## config.mk

```make
export PLATFORM = sky130hd
export DESIGN_NAME = hps_csr_bridge
export DESIGN_NICKNAME = d
export VERILOG_FILES = /design/src/rtl/hps_csr_pkg.sv /design/src/rtl/hps_irq_ctrl.sv /design/src/rtl/hps_csr_bridge.sv
export SDC_FILE = /design/constraint.sdc
export NUM_CORES = 1
export LEC_CHECK = 0
export ABC_AREA = 1
export CAP_MARGIN = 20
export CORE_ASPECT_RATIO = 2
export CORE_MARGIN = 2
export CORE_UTILIZATION = 50
export CTS_CLUSTER_DIAMETER = 40
export DETAILED_ROUTE_END_ITERATION = 10
export PLACE_DENSITY = 0.87
export SLEW_MARGIN = 20
export SYNTH_ARGS = -nofsm -noshare
export SYNTH_HDL_FRONTEND = slang
export SYNTH_HIERARCHICAL = 1
export SYNTH_SLANG_ARGS = --single-unit
```

## constraint.sdc

```tcl
create_clock -name clk -period 3 [get_ports clk]
set_input_delay 0.45 -clock clk [delete_from_list [all_inputs] [get_ports clk]]
set_output_delay 0.45 -clock clk [all_outputs]
set_load 0.005 [all_outputs]
```

## src/rtl/hps_csr_pkg.sv

```systemverilog
// Register map, ID constant and error-bit layout for the HPS CSR bridge.
// Shared by the bridge top level and the interrupt controller.
package hps_csr_pkg;

  localparam logic [7:0] OFF_ID       = 8'h00;
  localparam logic [7:0] OFF_CTRL     = 8'h04;
  localparam logic [7:0] OFF_TX_DATA  = 8'h08;
  localparam logic [7:0] OFF_RX_DATA  = 8'h0C;
  localparam logic [7:0] OFF_STATUS   = 8'h10;
  localparam logic [7:0] OFF_IRQ_PEND = 8'h14;
  localparam logic [7:0] OFF_IRQ_MASK = 8'h18;
  localparam logic [7:0] OFF_RX_THR   = 8'h1C;
  localparam logic [7:0] OFF_COMP_THR = 8'h20;
  localparam logic [7:0] OFF_GUARD    = 8'h24;
  localparam logic [7:0] OFF_MEM_ADDR = 8'h28;
  localparam logic [7:0] OFF_END_ADDR = 8'h2C;
  localparam logic [7:0] OFF_LED      = 8'h30;
  localparam logic [7:0] OFF_ERR      = 8'h34;

  localparam logic [31:0] CSR_ID = 32'h4850_0002;

  localparam int CTRL_TX_START    = 0;
  localparam int CTRL_NAVIG_START = 1;

  localparam int ERR_RX_UNF = 0;
  localparam int ERR_TX_OVF = 1;

  // Sticky error flags, packed so the register reads back as {tx_ovf, rx_unf}.
  typedef struct packed {
    logic tx_ovf;
    logic rx_unf;
  } err_t;

endpackage

```

## src/rtl/hps_irq_ctrl.sv

```systemverilog
// Edge-triggered interrupt aggregator: sticky pending bits, mask, W1C clear, one level irq.
// Latency: pend 2 cycles after a source rises, irq 1 cycle after pend/mask; no backpressure.
module hps_irq_ctrl
  import hps_csr_pkg::*;
#(
  parameter int NUM_IRQ = 4
) (
  input  logic               clk,
  input  logic               reset,
  input  logic [NUM_IRQ-1:0] i_src,
  input  logic               i_mask_we,
  input  logic [NUM_IRQ-1:0] i_mask_wd,
  input  logic               i_w1c_we,
  input  logic [NUM_IRQ-1:0] i_w1c_wd,
  output logic [NUM_IRQ-1:0] o_pend,
  output logic [NUM_IRQ-1:0] o_mask,
  output logic               o_irq
);

  logic [NUM_IRQ-1:0] r_src;
  logic [NUM_IRQ-1:0] r_src_d;
  logic [NUM_IRQ-1:0] r_pend;
  logic [NUM_IRQ-1:0] r_mask;
  logic               r_irq;
  logic [NUM_IRQ-1:0] w_edge;
  logic [NUM_IRQ-1:0] w_clr;

  assign w_edge = r_src & ~r_src_d;
  assign w_clr  = i_w1c_we ? i_w1c_wd : '0;

  always_ff @(posedge clk) begin
    if (reset) begin
      r_src   <= '0;
      r_src_d <= '0;
      r_pend  <= '0;
      r_mask  <= '0;
      r_irq   <= 1'b0;
    end else begin
      r_src   <= i_src;
      r_src_d <= r_src;
      // A fresh edge overrides a clear landing in the same cycle.
      r_pend  <= (r_pend & ~w_clr) | w_edge;
      if (i_mask_we) begin
        r_mask <= i_mask_wd;
      end
      r_irq   <= |(r_pend & r_mask);
    end
  end

  assign o_pend = r_pend;
  assign o_mask = r_mask;
  assign o_irq  = r_irq;

endmodule

```

## src/rtl/hps_csr_bridge.sv

```systemverilog
// Avalon-MM CSR bank bridging the HPS to the modem fabric: FIFO push/pop, start pulses, config, irq.
// Latency: readdata and all strobes registered, 1 cycle after the access; slave never stalls.
module hps_csr_bridge
  import hps_csr_pkg::*;
#(
  parameter int DATA_W       = 8,
  parameter int NUM_IRQ      = 4,
  parameter int ADDR_W       = 8,
  parameter int RX_THR_RST   = 600,
  parameter int COMP_THR_RST = 6,
  parameter int GUARD_RST    = 0
) (
  input  logic              clk,
  input  logic              reset,
  input  logic [ADDR_W-1:0] address,
  input  logic              chipselect,
  input  logic              read_en,
  input  logic              write_en,
  input  logic [31:0]       writedata,
  output logic [31:0]       readdata,
  output logic [DATA_W-1:0] tx_data,
  output logic              tx_wren,
  input  logic              tx_full,
  input  logic              tx_ready,
  output logic              tx_start,
  input  logic [DATA_W-1:0] rx_data,
  output logic              rx_rden,
  input  logic              rx_empty,
  input  logic [7:0]        rx_level,
  input  logic [NUM_IRQ-1:0] irq_src,
  output logic              irq,
  output logic              navig_start,
  output logic [7:0]        led,
  output logic [31:0]       rx_threshold,
  output logic [31:0]       comp_threshold,
  output logic [31:0]       guard_interval,
  output logic [31:0]       mem_addr,
  input  logic [31:0]       end_address
);

  logic [31:0]       r_readdata;
  logic [DATA_W-1:0] r_tx_data;
  logic              r_tx_wren;
  logic              r_rx_rden;
  logic              r_tx_start;
  logic              r_navig_start;
  logic [7:0]        r_led;
  logic [31:0]       r_rx_thr;
  logic [31:0]       r_comp_thr;
  logic [31:0]       r_guard;
  logic [31:0]       r_mem_addr;
  err_t              r_err;

  logic               w_wr;
  logic               w_rd;
  logic [31:0]        w_rdata;
  logic [NUM_IRQ-1:0] w_pend;
  logic [NUM_IRQ-1:0] w_mask;
  logic               w_irq;

  // A simultaneous read and write strobe is treated as a write only.
  assign w_wr = chipselect & write_en;
  assign w_rd = chipselect & read_en & ~write_en;

  function automatic logic at(input logic [ADDR_W-1:0] a, input logic [7:0] off);
    return a == ADDR_W'(off);
  endfunction

  always_comb begin
    w_rdata = '0;
    case (1'b1)
      at(address, OFF_ID):       w_rdata = CSR_ID;
      at(address, OFF_RX_DATA):  w_rdata = rx_empty ? '0 : 32'(rx_data);
      at(address, OFF_STATUS):   w_rdata = {21'b0, tx_ready, tx_full, rx_empty, rx_level};
      at(address, OFF_IRQ_PEND): w_rdata = 32'(w_pend);
      at(address, OFF_IRQ_MASK): w_rdata = 32'(w_mask);
      at(address, OFF_RX_THR):   w_rdata = r_rx_thr;
      at(address, OFF_COMP_THR): w_rdata = r_comp_thr;
      at(address, OFF_GUARD):    w_rdata = r_guard;
      at(address, OFF_MEM_ADDR): w_rdata = r_mem_addr;
      at(address, OFF_END_ADDR): w_rdata = end_address;
      at(address, OFF_LED):      w_rdata = {24'b0, r_led};
      at(address, OFF_ERR):      w_rdata = {30'b0, r_err};
      default:                   w_rdata = '0;
    endcase
  end

  always_ff @(posedge clk) begin
    if (reset) begin
      r_readdata    <= '0;
      r_tx_data     <= '0;
      r_tx_wren     <= 1'b0;
      r_rx_rden     <= 1'b0;
      r_tx_start    <= 1'b0;
      r_navig_start <= 1'b0;
      r_led         <= '0;
      r_rx_thr      <= 32'(RX_THR_RST);
      r_comp_thr    <= 32'(COMP_THR_RST);
      r_guard       <= 32'(GUARD_RST);
      r_mem_addr    <= '0;
      r_err         <= '0;
    end else begin
      r_tx_wren     <= 1'b0;
      r_rx_rden     <= 1'b0;
      r_tx_start    <= 1'b0;
      r_navig_start <= 1'b0;

      if (w_wr) begin
        if (at(address, OFF_CTRL)) begin
          r_tx_start    <= writedata[CTRL_TX_START];
          r_navig_start <= writedata[CTRL_NAVIG_START];
        end
        if (at(address, OFF_RX_THR))   r_rx_thr   <= writedata;
        if (at(address, OFF_COMP_THR)) r_comp_thr <= writedata;
        if (at(address, OFF_GUARD))    r_guard    <= writedata;
        if (at(address, OFF_MEM_ADDR)) r_mem_addr <= writedata;
        if (at(address, OFF_LED))      r_led      <= writedata[7:0];
        if (at(address, OFF_ERR))      r_err      <= r_err & ~err_t'(writedata[1:0]);
        if (at(address, OFF_TX_DATA)) begin
          if (tx_full) begin
            r_err.tx_ovf <= 1'b1;
          end else begin
            r_tx_data <= writedata[DATA_W-1:0];
            r_tx_wren <= 1'b1;
          end
        end
      end

      if (w_rd) begin
        r_readdata <= w_rdata;
        // Popping an empty FIFO is refused and flagged; the mux already returns 0.
        if (at(address, OFF_RX_DATA)) begin
          if (rx_empty) r_err.rx_unf <= 1'b1;
          else          r_rx_rden    <= 1'b1;
        end
      end
    end
  end

  hps_irq_ctrl #(
    .NUM_IRQ (NUM_IRQ)
  ) u_irq (
    .clk       (clk),
    .reset     (reset),
    .i_src     (irq_src),
    .i_mask_we (w_wr & at(address, OFF_IRQ_MASK)),
    .i_mask_wd (writedata[NUM_IRQ-1:0]),
    .i_w1c_we  (w_wr & at(address, OFF_IRQ_PEND)),
    .i_w1c_wd  (writedata[NUM_IRQ-1:0]),
    .o_pend    (w_pend),
    .o_mask    (w_mask),
    .o_irq     (w_irq)
  );

  assign readdata       = r_readdata;
  assign tx_data        = r_tx_data;
  assign tx_wren        = r_tx_wren;
  assign rx_rden        = r_rx_rden;
  assign tx_start       = r_tx_start;
  assign navig_start    = r_navig_start;
  assign led            = r_led;
  assign rx_threshold   = r_rx_thr;
  assign comp_threshold = r_comp_thr;
  assign guard_interval = r_guard;
  assign mem_addr       = r_mem_addr;
  assign irq            = w_irq;

endmodule
```

==> run_results.csv <==
group,metric,value,unit
routing,vias,9521,
critical_path,worstPathArrival,2.74,ns
critical_path,crit_family,"buffers and inverters",
critical_path,cp_slowest_cell,"clkdlybuf4s50_1",
cts,clk_transition_reported_paths,0.08,ns
critical_path,worstSetupStartpointType,"primary input",
grt,grt_pass1_wl,49.57,mm
finish,drive_gt1_share,7.258,%
critical_path,end_kind,"register",
cts,cts_tree,"built",
sta,rsz0062_at_grt,"false",
min_path,hp-class,"register to register",
finish,syn_to_final_growth,41.95,%
grt,grt_usage,36.08,%
sta,hold_viol_final,0,
cts,cts_buffers,17,
cts,cts.sinks,199,
grt,grt-ovfl-total,0,
finish,fin_nets,1520,
synth,yosysUniqueCellTypes,35,
sta,fmax,0.4207,GHz
cts,htreeDepth,4,
grt,grt_max_degree,64,
cts,postCtsResizedCells,0,
critical_path,reg2reg_from,"led[6]",
cts,cts_hold_buffers,0,
pwr,power_density,443.6,nW/µm²
cts,post_cts_buffers,0,
min_path,hold_end,"u_irq/o_pend[1]",
synth,synth_area_leaders,"dfxtp_1, nand2_1, a21oi_1",
floorplanning,row_count,67,
synth,synth_area_per_cell,7.306,µm²
synth,syn_inst,1161,
floorplanning,start_util,50.84,%
routing,drc_errors,0,
critical_path,path_cells,"clkdlybuf4s50_1, inv_2, nand2_1, nor2_2, nand2_2, inv_2, buf_4, nand2_1, o2111ai_1, o211ai_1, a21oi_1",
synth,synth_edf_count,0,
pwr,power_leakage,4.572,nW
critical_path,crit_type,"primary input to register",
routing,dr.pass1.iters,6,
floorplanning,dieArea,18080,µm²
grt,antenna_found_initial,2,
routing,avgRoutedWirePerCell,19.90,µm
synth,yosysTopAreaCell,"dfxtp_1",
sta,tightestPinTransition,0.6650,ns
critical_path,crit_path_max_fanout,29,
min_path,holdPathStages,1,
outcome,status,"completed",
finish,instances_no_fill,1642,
routing,drt_iter0_drc,781,
place,place_inst,1608,
cts,root_buffer,"clkbuf_16",
flow_run,maxCapViolCount,0,
synth,synth_fp_nets,1261,
sta,setup_viol,0,
critical_path,path_buf_inv,4,
synth,yosysWarnings,6,
sta,fin_setup_tns,0,ns
routing,drt.antenna.violating_nets,0,
grt,grt_pass1_vias,9240,
place,dp.final_hpwl,23.37,mm
critical_path,worstRegToRegCells,8,
cts,clock_latency,0.44,ns
sta,fin_crit,2.377,ns
critical_path,r2r_end,"readdata[6]",
synth,seq_area_frac_synth,46.97,%
floorplanning,ios,281,
routing,wl,32.68,mm
synth,synth_top_area_share,46.97,%
critical_path,worstPathRequired,3.37,ns
synth,synth_flop_cell,"dfxtp_1",
critical_path,slowest_delay,0.51,ns
synth,yosysMostFrequentCell,"nand2_1",
sta,slew_headroom,55.66,%
place,gp_congestion,0.9431,
place,portBuffers,280,
floorplanning,chipHeight,188.2,µm
sta,fin_worst_skew,0.007227,ns
sta,slew_viol_final,0,
floorplanning,die_w,96.10,µm
cts,clock_path_buffers,2,
synth,syn_area,8482,µm²
finish,post-route-util,72.17,%
critical_path,reg2reg_slack,1.73,ns
synth,synthArstFlopShare,0,%
sta,timing.final.crit_share,79.23,%
synth,yosys-top-cells-count,"nand2_1, dfxtp_1, a21oi_1",
floorplanning,core,16680,µm²
routing,post_drt_via_cell_ratio,5.798,
synth,ys_ff_latch,199,
min_path,min_from,"u_irq/r_src_d[1]",
pwr,peakVddDrop,0.4109,mV
[cells in the final DEF, fill, tap and decap left out, types with 3 or more instances in the layout]
master,n
a211oi_1,10
a21oi_1,161
buf_4,31
clkbuf_16,17
clkdlybuf4s50_1,279
clkinv_2,3
dfxtp_1,199
inv_1,70
inv_2,12
inv_6,8
nand2_1,225
nand2_2,5
nand3_1,67
nand4_1,7
nor2_1,150
nor2_2,6
nor2_4,5
nor3_1,3
o2111ai_1,20
o211ai_1,20
o21ai_0,104
o21ai_1,10
or2_2,3
[worst register-to-register path, stage by stage, from the launching register on]
cell,delay [ns]
dfxtp_1,0.36
nand2_1,0.07
nand3_1,0.09
o21ai_1,0.08
nand3_1,0.08
nand2_1,0.17
nand2_1,0.12
nand2_1,0.06
a21oi_1,0.16
[layer usage]
metal / vias to the layer above / global-route usage, % / routed length (µm)
li1: 4411 / - / -
met3: 165 / 6.317 / 2614
met1: 4329 / 38.66 / 10950
met5: - / 0 / 0
met4: 0 / 26.04 / 2729
met2: 616 / 61.38 / 16380
[area by class of cell]
cell class	instances	area (µm²)
Inverter	84	317.8
Multi-Input combinational cell	807	3841
Fill cell	1353	4642
Antenna cell	2	5.005
Clock inverter	15	162.7
Sequential cell	199	3984
Timing Repair Buffer	311	3045
Tap cell	207	259.0
Clock buffer	17	425.4
[sequential cells by signal (all words and copies together), names as in the netlist]
name,count
comp_threshold,32
guard_interval,32
led,8
mem_addr,32
navig_start,1
r_err,2
readdata,32
rx_rden,1
rx_threshold,32
tx_data,8
tx_start,1
tx_wren,1
u_irq/o_irq,1
u_irq/o_mask,4
u_irq/o_pend,4
u_irq/r_src,4
u_irq/r_src_d,4
[cells by family (layout without fill, tap and decap cells)]
family,after synthesis,count (layout),share of synthesized area [%]
simple gates,476,476,23.65
compound gates,331,331,21.61
flops,199,199,46.97
buf+inv,155,427,7.774
other cells,0,2,0
[report_power, final]
part           total [mW]  leakage (nW)  internal, mW  switching [mW]
registers            2.66          1.61          2.65         0.00927
clock network        2.33         0.294          1.25            1.08
logic               0.349          2.67         0.158           0.190
[stage by stage]
stage / hold WS [ns] / setup slack [ns] / cell area, µm² / power (mW)
global placement: 0.3947 / 0.3249 / 11450 / 3.064
floorplan: 0.3894 / 1.292 / 8482 / 2.836
finish: 0.4127 / 0.6230 / 12040 / 5.341
detailed placement: 0.4032 / 0.2190 / 11450 / 3.064
global route: 0.4302 / 0.4348 / 12040 / 5.485
CTS: 0.4135 / 0.6781 / 12040 / 5.348
[how the worst max path moves through the flow]
stage / from / end / slack (ns) / cells past startpoint
2_1_floorplan: address[7] / readdata[10] / 1.29 / 9
3_5_place_dp: address[3] / readdata[19] / 0.22 / 11
4_1_cts: address[3] / readdata[16] / 0.68 / 11
6_report: address[3] / readdata[19] / 0.62 / 11
3_3_place_gp: address[3] / readdata[16] / 0.32 / 11
5_1_grt: address[3] / readdata[21] / 0.43 / 11
Note: power is estimated with default switching activity, not from simulation.
